File: config.mk
export PLATFORM = sky130hd
export DESIGN_NAME = div_ctrl
export DESIGN_NICKNAME = d
export VERILOG_FILES = /design/src/rtl/div_ctrl.sv
export SDC_FILE = /design/constraint.sdc
export NUM_CORES = 1
export LEC_CHECK = 0
export BUFFER_PORTS_ARGS = -buffer_cell sky130_fd_sc_hd__buf_2
export CORE_MARGIN = 2
export CORE_UTILIZATION = 30
export DETAILED_ROUTE_END_ITERATION = 10
export MAX_ROUTING_LAYER = met4
export SYNTH_ARGS = -nofsm -noshare
export SYNTH_HDL_FRONTEND = slang
export SYNTH_SLANG_ARGS = --single-unit
File: constraint.sdc
create_clock -name clk -period 11.1 [get_ports clk]
set_input_delay 0 -clock clk [delete_from_list [all_inputs] [get_ports clk]]
set_output_delay 0 -clock clk [all_outputs]
set_load 0.05 [all_outputs]
File: src/rtl/div_ctrl.sv
// Iterative restoring divider for DIV/DIVU in the EX stage.
// Produces one quotient bit per cycle and returns {remainder, quotient} with a start/ready handshake.
module div_ctrl #(
    parameter int DATA_W = 32
) (
    input  logic                  clk,
    input  logic                  rst,
    input  logic                  signed_div_i,
    input  logic [DATA_W-1:0]     opdata1_i,
    input  logic [DATA_W-1:0]     opdata2_i,
    input  logic                  start_i,
    input  logic                  annul_i,
    output logic [2*DATA_W-1:0]   result_o,
    output logic                  ready_o,
    output logic                  busy_o
);

    // state    | meaning
    // IDLE     | waiting for start_i; outputs cleared
    // DIV_ZERO | divisor was zero; one cycle before reporting a zero result
    // DIV_ON   | one restoring iteration per cycle, DATA_W iterations
    // DIV_END  | result valid; held until start_i drops

    localparam int              CNT_W     = $clog2(DATA_W + 1);
    localparam logic [CNT_W-1:0] LAST_ITER = CNT_W'(DATA_W - 1);

    typedef enum logic [1:0] {IDLE, DIV_ZERO, DIV_ON, DIV_END} state_t;

    state_t              state_q, state_d;
    logic [CNT_W-1:0]    cnt_q, cnt_d;
    logic [DATA_W-1:0]   rem_q, rem_d;
    logic [DATA_W-1:0]   quo_q, quo_d;
    logic [DATA_W-1:0]   dsor_q, dsor_d;
    logic                sign1_q, sign1_d;
    logic                sign2_q, sign2_d;
    logic                sgn_q, sgn_d;
    logic [2*DATA_W-1:0] result_q, result_d;
    logic                ready_q, ready_d;

    logic [DATA_W-1:0]   abs1, abs2;
    logic [DATA_W:0]     shifted;
    logic [DATA_W+1:0]   trial;
    logic [DATA_W-1:0]   rem_nx, quo_nx, rem_fin, quo_fin;

    // Datapath: the shifted remainder can reach DATA_W+1 bits, so the trial
    // subtraction carries an extra bit above that to expose the borrow.
    always_comb begin
        abs1    = (signed_div_i && opdata1_i[DATA_W-1]) ? -opdata1_i : opdata1_i;
        abs2    = (signed_div_i && opdata2_i[DATA_W-1]) ? -opdata2_i : opdata2_i;
        shifted = {rem_q, quo_q[DATA_W-1]};
        trial   = {1'b0, shifted} - {2'b00, dsor_q};
        rem_nx  = trial[DATA_W+1] ? shifted[DATA_W-1:0] : trial[DATA_W-1:0];
        quo_nx  = {quo_q[DATA_W-2:0], ~trial[DATA_W+1]};
        quo_fin = (sgn_q && (sign1_q != sign2_q)) ? -quo_nx : quo_nx;
        rem_fin = (sgn_q && sign1_q) ? -rem_nx : rem_nx;
    end

    always_comb begin
        state_d  = state_q;
        cnt_d    = cnt_q;
        rem_d    = rem_q;
        quo_d    = quo_q;
        dsor_d   = dsor_q;
        sign1_d  = sign1_q;
        sign2_d  = sign2_q;
        sgn_d    = sgn_q;
        result_d = result_q;
        ready_d  = ready_q;
        case (state_q)
            IDLE: begin
                result_d = '0;
                ready_d  = 1'b0;
                if (start_i && !annul_i) begin
                    if (opdata2_i == '0) begin
                        state_d = DIV_ZERO;
                    end else begin
                        state_d = DIV_ON;
                        cnt_d   = '0;
                        rem_d   = '0;
                        quo_d   = abs1;
                        dsor_d  = abs2;
                        sign1_d = opdata1_i[DATA_W-1];
                        sign2_d = opdata2_i[DATA_W-1];
                        sgn_d   = signed_div_i;
                    end
                end
            end
            DIV_ZERO: begin
                state_d  = DIV_END;
                result_d = '0;
                ready_d  = 1'b1;
            end
            DIV_ON: begin
                if (annul_i) begin
                    state_d  = IDLE;
                    result_d = '0;
                    ready_d  = 1'b0;
                end else begin
                    rem_d = rem_nx;
                    quo_d = quo_nx;
                    cnt_d = cnt_q + CNT_W'(1);
                    if (cnt_q == LAST_ITER) begin
                        state_d  = DIV_END;
                        result_d = {rem_fin, quo_fin};
                        ready_d  = 1'b1;
                    end
                end
            end
            DIV_END: begin
                if (!start_i) begin
                    state_d  = IDLE;
                    result_d = '0;
                    ready_d  = 1'b0;
                end
            end
            default: state_d = IDLE;
        endcase
    end

    always_ff @(posedge clk) begin
        if (rst) begin
            state_q  <= IDLE;
            cnt_q    <= '0;
            rem_q    <= '0;
            quo_q    <= '0;
            dsor_q   <= '0;
            sign1_q  <= 1'b0;
            sign2_q  <= 1'b0;
            sgn_q    <= 1'b0;
            result_q <= '0;
            ready_q  <= 1'b0;
        end else begin
            state_q  <= state_d;
            cnt_q    <= cnt_d;
            rem_q    <= rem_d;
            quo_q    <= quo_d;
            dsor_q   <= dsor_d;
            sign1_q  <= sign1_d;
            sign2_q  <= sign2_d;
            sgn_q    <= sgn_d;
            result_q <= result_d;
            ready_q  <= ready_d;
        end
    end

    assign result_o = result_q;
    assign ready_o  = ready_q;
    assign busy_o   = (state_q == DIV_ZERO) || (state_q == DIV_ON);

endmodule

==> results of run 1 <==
==> power groups by stage <==
stage	Combinational (mW)	Clock (mW)	Sequential, mW
2_1_floorplan	0.820	0	0.743
3_3_place_gp	1.13	0	0.741
3_5_place_dp	1.14	0	0.743
4_1_cts	1.15	0.628	0.729
5_1_grt	1.27	0.655	0.738
6_report	1.15	0.616	0.729
==> worst max-delay path by stage <==
| stage | start | end | slack, ps | cells after the start |
|---|---|---|---|---|
| final | rem_q[19]$_SDFFE_PP0P_ | result_o[60]$_SDFFE_PP0P_ | 6010 | 18 |
| after detailed placement | rem_q[19]$_SDFFE_PP0P_ | result_o[60]$_SDFFE_PP0P_ | 6060 | 18 |
| after CTS | rem_q[19]$_SDFFE_PP0P_ | result_o[60]$_SDFFE_PP0P_ | 6050 | 18 |
| after global placement | rem_q[19]$_SDFFE_PP0P_ | result_o[60]$_SDFFE_PP0P_ | 6280 | 18 |
| after floorplan | dsor_q[6]$_SDFFE_PP0P_ | result_o[60]$_SDFFE_PP0P_ | 5990 | 25 |
| after global routing | rem_q[19]$_SDFFE_PP0P_ | result_o[60]$_SDFFE_PP0P_ | 5510 | 18 |
==> sequential cells by signal, summed over array words and instances, names as in the netlist, 2 cells and up <==
name / cells
quo_q: 32
state_q: 2
rem_q: 32
cnt_q: 6
result_o: 64
dsor_q: 32
==> critical path, stage by stage (launching register included) <==
cell	delay, ps
sky130_fd_sc_hd__dfxtp_1	360
sky130_fd_sc_hd__ha_1	410
sky130_fd_sc_hd__a21oi_1	210
sky130_fd_sc_hd__o21ai_1	130
sky130_fd_sc_hd__a311o_1	380
sky130_fd_sc_hd__a211oi_2	560
sky130_fd_sc_hd__nand2_2	180
sky130_fd_sc_hd__o21ai_0	350
sky130_fd_sc_hd__ha_1	250
sky130_fd_sc_hd__nor3b_1	260
sky130_fd_sc_hd__nand3_1	140
sky130_fd_sc_hd__nor2_1	160
sky130_fd_sc_hd__nand4_1	110
sky130_fd_sc_hd__o31a_1	180
sky130_fd_sc_hd__a211oi_2	370
sky130_fd_sc_hd__nand3_1	180
sky130_fd_sc_hd__o41ai_1	440
sky130_fd_sc_hd__xor2_1	190
sky130_fd_sc_hd__o21ai_1	80
==> placed cells by master, fill, tap and decap left out, types with 55 or more instances in the layout <==
cell and n:
sky130_fd_sc_hd__a22oi_1 64, sky130_fd_sc_hd__xnor2_1 78, sky130_fd_sc_hd__xor2_1 60, sky130_fd_sc_hd__nor2_1 205, sky130_fd_sc_hd__inv_1 55, sky130_fd_sc_hd__dfxtp_1 172, sky130_fd_sc_hd__o21ai_0 94, sky130_fd_sc_hd__nand2_1 199
sky130_fd_sc_hd__buf_2 133, sky130_fd_sc_hd__a21oi_1 111
==> metal layers <==
metal | share of wire | track usage | up-vias
li1 | - | - | 5797
met5 | 0 | - | -
met1 | 0.45 | 0.2360 | 5485
met2 | 0.49 | 0.3250 | 268
met3 | 0.041 | 0.02825 | 51
met4 | 0.026 | 0.05556 | 0
==> Yosys cell counts (15+ instances only) <==
cell                         n  area [um^2]
sky130_fd_sc_hd__nand2b_1   15        93.84
sky130_fd_sc_hd__nor2_1    206        773.2
sky130_fd_sc_hd__xor2_1     60        525.5
sky130_fd_sc_hd__o31ai_1    29        217.7
sky130_fd_sc_hd__or3_1      16        100.1
sky130_fd_sc_hd__o21ai_0    95        475.5
sky130_fd_sc_hd__inv_1      55        206.5
sky130_fd_sc_hd__a211oi_1   40        300.3
sky130_fd_sc_hd__a21oi_1   113        565.5
sky130_fd_sc_hd__nor3_1     39        195.2
sky130_fd_sc_hd__clkbuf_1   75        281.5
sky130_fd_sc_hd__ha_1       41        513.0
sky130_fd_sc_hd__a22oi_1    64        480.5
sky130_fd_sc_hd__nand2_1   200        750.7
sky130_fd_sc_hd__nor4_1     15        93.84
sky130_fd_sc_hd__nand3_1    25        125.1
sky130_fd_sc_hd__xnor2_1    78        683.2
sky130_fd_sc_hd__dfxtp_1   172         3443
==> what timing repair did <==
action                                 in CTS  in global routing
buffers inserted                            0                  0
endpoints found under the hold margin      29                  0
hold buffers                               28                  0
==> kinds of logic (layout without fill, tap and decap cells) <==
logic type               after synthesis  count (layout)
multiplexers                          11              11
buffers and inverters                152             261
AO/OA/AOI/OAI                        463             463
adder cells (fa/ha/maj)               42              42
flip-flops                           172             172
AND/OR/NAND/NOR                      590             590
XOR/XNOR                             138             138
==> layout make-up <==
class | count | area, um^2
inverter | 56 | 210.2
multi-input combinational | 1244 | 7652
tap | 518 | 648.1
timing repair buffer | 173 | 1036
sequential | 172 | 3443
clock buffer | 17 | 425.4
clock inverter | 15 | 171.4
fill | 4114 | 24880
==> through the flow <==
stage          hold slack (ps)  area [um^2]  power [mW]  std cells
4_1_cts                  2.497        13590       2.507       2195
2_1_floorplan            136.0        11640       1.563       1568
6_report                 1.705        13590       2.498       2195
3_5_place_dp             290.9        12710       1.879       2135
5_1_grt                  4.586        13590       2.659       2195
3_3_place_gp             287.5        12710       1.869       2135
==> impl_summary.log, run 1 <==
INFO  metric synth.distinct_cells = between 70 and 80
INFO  metric final_period_minus_worst_setup_slack = a little over 5000 ps
INFO  metric grt_pass1_vias = approximately 11000
INFO  metric post_synth_inst_count = between 1500 and 2000
INFO  metric first_pass_grt_wire_length = ~60000 um
INFO  metric finalClockSkew = 14.29 ps
INFO  metric final_layout_size_suffix_gt1_frac = 0.1252
INFO  metric synthesis.yosys.warnings = 0
INFO  metric totalWireLength = ~38000 um
INFO  metric worst_setup_ep_type = flip-flop
INFO  metric path_max_fanout = 8
INFO  metric die_area = slightly above 40000 um^2
INFO  metric vdd.ir_drop.worst = approximately 130 uV
INFO  metric min-delay-start = opdata2_i[23]
INFO  metric floorplan.initialDensity = 0.3027
INFO  metric slew_violations = 0
INFO  metric ys_seq_elements = 172
INFO  metric reg2regPathDepth = 18
INFO  metric post_synth_and_or_nand_nor_area_fraction = 0.2297
INFO  metric routed_via_density = 5.285
INFO  metric postLayoutCoreUtil = 0.3532
INFO  metric die_width = 201.0 um
INFO  metric share_seq_of_total_power = 0.292
INFO  metric globalRouteTotalUtil = 0.1917
INFO  metric rr_endpoint = result_o[60]$_SDFFE_PP0P_
INFO  metric number_of_flops_mapped_to_enable_cells_by_yosys = 0
INFO  metric place_ws = slightly above 6000 ps
INFO  metric core_area = between 30000 and 40000 um^2
INFO  metric worstHoldEndpoint = dsor_q[23]$_SDFFE_PP0P_
INFO  metric ctsRootBufferMaster = sky130_fd_sc_hd__clkbuf_16
INFO  metric path_class = flip-flop to flip-flop
INFO  metric yosys_most_used_dff = sky130_fd_sc_hd__dfxtp_1
INFO  metric pin_count = between 100 and 150
INFO  metric grt-ovfl-total = 0
INFO  metric drt_first_iter_violations = between 800 and 900
INFO  metric area_growth_syn_to_layout = 16.70%
INFO  metric net-switching-power = between 1 and 1.5 mW
INFO  metric mappedNetlistArea = roughly 12000 um^2
INFO  metric grt_max_degree = slightly above 80
INFO  metric cts-resized-gates = 0
INFO  metric min_period_over_period = 0.4590
INFO  metric diodes = 0
INFO  metric tns = 0 ps
INFO  metric power_leakage = approximately 5.4 nW
INFO  metric worstReg2RegStart = rem_q[19]$_SDFFE_PP0P_
INFO  metric internal_power = 1.353 mW
INFO  metric synth.yosys.seq_area_share = 0.2958
INFO  metric place_hpwl = about 28000 um
INFO  metric path_clk_slew = 80 ps
INFO  metric synth_top_family_by_area = compound AO/OA/AOI/OAI gates
INFO  metric timing.max_cap.violations = 0
INFO  metric number_of_remaining_drc_errors = 0
INFO  metric fmax = between 150 and 200 MHz
INFO  metric clock_path_buffers = 2
INFO  metric setup_viol = 0
INFO  metric num_vias = about 12000
INFO  metric crit_arrival = ~5400 ps
INFO  metric timing.reg2reg.setup_slack = about 6000 ps
INFO  metric floorplan.rows = between 70 and 80
INFO  metric cp-start-kind = flip-flop
INFO  metric asyncSetResetFlopFracSynth = 0
INFO  metric synthesis.area_per_instance = roughly 7.4 um^2
INFO  metric gpl.final_weighted_congestion = between 0.9 and 1
INFO  metric worst_slack = 6005 ps
INFO  metric req_time_crit_path = approximately 11000 ps
INFO  metric power.switching_fraction = 0.4584
INFO  metric drt-pass1-iter-count = 5
INFO  metric final_antenna_net_count = 0
INFO  metric synth_compound_gate_area_share = 0.2649
INFO  metric ctsHtreeMaxLevel = 4
INFO  metric nets = between 1500 and 2000
INFO  metric avgRoutedWirePerCell = roughly 17 um
INFO  metric io_buffer_count = approximately 130
INFO  metric synth_xor_xnor_area_share = 0.1038
INFO  metric die_h = ~200 um
INFO  metric synthesis.nets = roughly 1700
INFO  metric rsz0062_at_grt = false
INFO  metric clkSinkCount = 172
INFO  metric max_slew.worst_pin.slew = ~1200 ps
INFO  metric clock_power_share = 0.247
INFO  metric final_number_of_hold_violating_endpoints = 0
INFO  metric yosys-mux-area-fraction = 0.009780
INFO  metric min_path_type = primary input to flip-flop
INFO  metric slew_headroom = 0.2060
INFO  metric cts_made_buffers = 17
INFO  metric run_status = completed
INFO  metric yosys.area_share.adder = 0.04578
INFO  metric whs_path_depth = 4
INFO  metric powerDensity = between 150 and 200 nW/um^2
INFO  metric antenna_violations_before_repair = 0
INFO  metric clkLatencyLatePin = ~450 ps
INFO  metric cts_tree = done
INFO  metric comb_power_share = 0.461
No activity file was read; power rests on OpenSTA's default activity.
==> run 2, diff against run 1 <==
==> constraint.sdc (replaced) <==
create_clock -name clk -period 4.1 [get_ports clk]
set_input_delay 0 -clock clk [delete_from_list [all_inputs] [get_ports clk]]
set_output_delay 0 -clock clk [all_outputs]
set_load 0.05 [all_outputs]
==> impl_summary.log, run 2 (synthesis gave the netlist of run 1 again) <==
INFO  metric run_status = finished, violations left
INFO  metric failed_checks = hold timing
INFO  metric diodes = 0 (unchanged)
INFO  metric globalRouteTotalUtil = 0.2017 (+0.01000)
INFO  metric grt-ovfl-total = 0 (unchanged)
INFO  metric clkLatencyLatePin = 450 ps (about the same)
INFO  metric num_vias = 12210 (+5.2%)
INFO  metric floorplan.initialDensity = 0.3027 (unchanged)
INFO  metric critPathMaxStageDelay = 490 ps (-70 ps)
INFO  metric final_number_of_hold_violating_endpoints = 1 (+1)
INFO  metric min_path_type = primary input to flip-flop
INFO  metric path_max_fanout = 4 (-4)
INFO  metric floorplan.rows = 72 (unchanged)
INFO  metric die_h = 201.0 um (unchanged)
INFO  metric critical_path.slowest_cell = sky130_fd_sc_hd__or4b_1
INFO  metric fmax = 252.0 MHz (+28%)
INFO  metric drt_first_iter_violations = 649 (-19%)
INFO  metric final_antenna_net_count = 0 (unchanged)
INFO  metric slew_violations = 0 (unchanged)
INFO  metric cts_made_buffers = 17 (unchanged)
INFO  metric cp-start-kind = flip-flop
INFO  metric postPlaceCellArea = 13680 um^2 (+7.7%)
INFO  metric min_period_over_period = 0.9678 (+0.5089)
INFO  metric max_slew.worst_pin.slew = 998.1 ps (-192.9 ps)
INFO  metric ctsRootBufferMaster = sky130_fd_sc_hd__clkbuf_16
INFO  metric final_layout_size_suffix_gt1_frac = 0.2088 (+0.08362)
INFO  metric power_leakage = 6.081 nW (+14%)
INFO  metric powerDensity = 501.4 nW/um^2 (+170%)
INFO  metric avgRoutedWirePerCell = 17.34 um (-0.68%)
INFO  metric layout.cells.most_common = sky130_fd_sc_hd__nor2_1
INFO  metric timing.max_cap.violations = 0 (unchanged)
INFO  metric slew_headroom = 0.3330 (+0.1270)
INFO  metric worst_setup_ep_type = flip-flop
INFO  metric io_buffer_count = 134 (unchanged)
INFO  metric cp_cell_sequence = inv_1 -> ha_1 -> fa_1 -> nand2b_2 -> a21o_1 -> a311o_1 -> a21oi_4 -> nand3_2 -> o41ai_4 -> o21ai_2 -> nor4b_4 -> or4b_1 -> and3_1 -> o31ai_2
INFO  metric ctsHtreeMaxLevel = 4 (unchanged)
INFO  metric number_of_remaining_drc_errors = 0 (unchanged)
INFO  metric path_delay_family = compound AO/OA/AOI/OAI gates
INFO  metric path_clk_slew = 70 ps (about the same)
INFO  metric vdd.ir_drop.worst = 304.5 uV (+130%)
INFO  metric nets = 1908 (+7.5%)
INFO  metric totalWireLength = 40370 um (+5.3%)
INFO  metric cts_tree = done
INFO  metric final_period_minus_worst_setup_slack = 3968 ps (-1127 ps)
INFO  metric worstReg2RegStart = quo_q[31]$_SDFFE_PP0P_
INFO  metric timing.reg2reg.setup_slack = 130 ps (-5870 ps)
INFO  metric largest_register_ff_count = 64 (unchanged)
INFO  metric whs_path_depth = 4 (unchanged)
INFO  metric stdcell_area = 15000 um^2 (+10%)
INFO  metric req_time_crit_path = 4460 ps (-6940 ps)
INFO  metric path_class = flip-flop to flip-flop
INFO  metric clkSinkCount = 172 (unchanged)
INFO  metric min-delay-start = opdata2_i[11]
INFO  metric worstHoldEndpoint = dsor_q[11]$_SDFFE_PP0P_
INFO  metric drt-pass1-iter-count = 5 (unchanged)
INFO  metric holdWs = -5.383 ps (-7.088 ps)
INFO  metric pin_count = 135 (unchanged)
INFO  metric place_hpwl = 30360 um (+7.8%)
INFO  metric core_area = 38470 um^2 (unchanged)
INFO  metric die_width = 201.0 um (unchanged)
INFO  metric gpl.final_weighted_congestion = 0.9442 (-1.4%)
INFO  metric area_growth_syn_to_layout = 28.84%
INFO  metric first_pass_grt_wire_length = 63920 um (+5.4%)
INFO  metric antenna_violations_before_repair = 0 (unchanged)
INFO  metric commonest_cells_after_routing_fill_and_taps_aside = sky130_fd_sc_hd__nor2_1 (203), sky130_fd_sc_hd__nand2_1 (199), sky130_fd_sc_hd__dfxtp_1 (169), sky130_fd_sc_hd__buf_2 (133), sky130_fd_sc_hd__buf_4 (130)
INFO  metric setup_viol = 0 (unchanged)
INFO  metric tns = 0 ps (unchanged)
INFO  metric reg2regPathDepth = 14 (-4)
INFO  metric routed_via_density = 5.244 (-0.79%)
INFO  metric die_area = 40400 um^2 (unchanged)
INFO  metric grt_pass1_vias = 11920 (+8.2%)
INFO  metric finalClockSkew = 19.11 ps (+4.823 ps)
INFO  metric crit_buf_inv = 1 (+1)
INFO  metric grt_max_degree = 83 (+2.5%)
INFO  metric crit_arrival = 4330 ps (-1070 ps)
INFO  metric filler_cell_count = 4015 (-2.4%)
INFO  metric rr_endpoint = result_o[61]$_SDFFE_PP0P_
INFO  metric clock_path_buffers = 2 (unchanged)
==> run 2: area by class of cell <==
cell class | count | area (um^2) | share of cell area
multi-input cells | 1244 | 7975 | 0.5317
flip-flops and latches | 172 | 3447 | 0.2298
repair buffers | 306 | 2102 | 0.1401
well taps | 518 | 648.1 | 0.04321
clock buffers | 17 | 425.4 | 0.02836
inverters | 56 | 210.2 | 0.01401
clock inverters | 15 | 192.7 | 0.01285
==> run 2: worst max-delay path by stage <==
| stage | startpoint | endpoint | slack [ps] | depth (start not counted) |
|---|---|---|---|---|
| floorplan | dsor_q[20]$_SDFFE_PP0P_ | result_o[58]$_SDFFE_PP0P_ | -390 | 26 |
| global placement | quo_q[31]$_SDFFE_PP0P_ | result_o[62]$_SDFFE_PP0P_ | -150 | 15 |
| detailed placement | quo_q[31]$_SDFFE_PP0P_ | result_o[62]$_SDFFE_PP0P_ | -140 | 15 |
| CTS | dsor_q[6]$_SDFFE_PP0P_ | result_o[62]$_SDFFE_PP0P_ | 10 | 15 |
| global route | rem_q[17]$_SDFFE_PP0P_ | result_o[62]$_SDFFE_PP0P_ | -50 | 21 |
| finish | quo_q[31]$_SDFFE_PP0P_ | result_o[61]$_SDFFE_PP0P_ | 130 | 14 |
==> run 2: per-layer routing <==
| layer | global-route usage | up-vias | share of wire | wire length (um) |
|---|---|---|---|---|
| li1 | - | 6047 | - | - |
| met1 | 0.2360 | 5764 | 0.42 | 17070 |
| met2 | 0.3499 | 332 | 0.50 | 20240 |
| met3 | 0.03279 | 64 | 0.046 | 1854 |
| met4 | 0.06905 | 0 | 0.030 | 1207 |
| met5 | - | - | 0 | 0 |
==> run 2: per-stage QoR <==
step	hold WS [ps]	instances	setup slack, ps	power, mW	util
global route	19.91	2328	-48.13	7.993	0.3900
finish	-5.383	2328	131.9	7.521	0.3900
CTS	6.368	2324	10.91	7.334	0.3826
global placement	292.6	2252	-154.3	5.485	0.3557
floorplan	136.0	1568	-392.0	4.299	-
detailed placement	296.3	2252	-143.8	5.530	0.3557
==> run 2: worst register-to-register path: cells and delay by family (launching register included) <==
family	cells	cell delay, ps
buffers and inverters	1	60
AND/OR/NAND/NOR	5	1350
AO/OA/AOI/OAI	6	1520
flip-flops	1	330
adder cells (fa/ha/maj)	2	620
==> run 2: what timing repair did <==
item,in CTS,in global routing
gates resized for setup,5,45
hold buffers,40,0
setup endpoints to repair,4,13
endpoints found under the hold margin,52,0
pin swaps,1,18
buffers inserted,0,4
==> run 2: report_power, final <==
part,internal [mW],switching (mW),total (mW)
sequential,1.83,0.144,1.97
clock,0.933,0.811,1.74
combinational,1.48,2.33,3.81
total,4.24,3.28,7.52
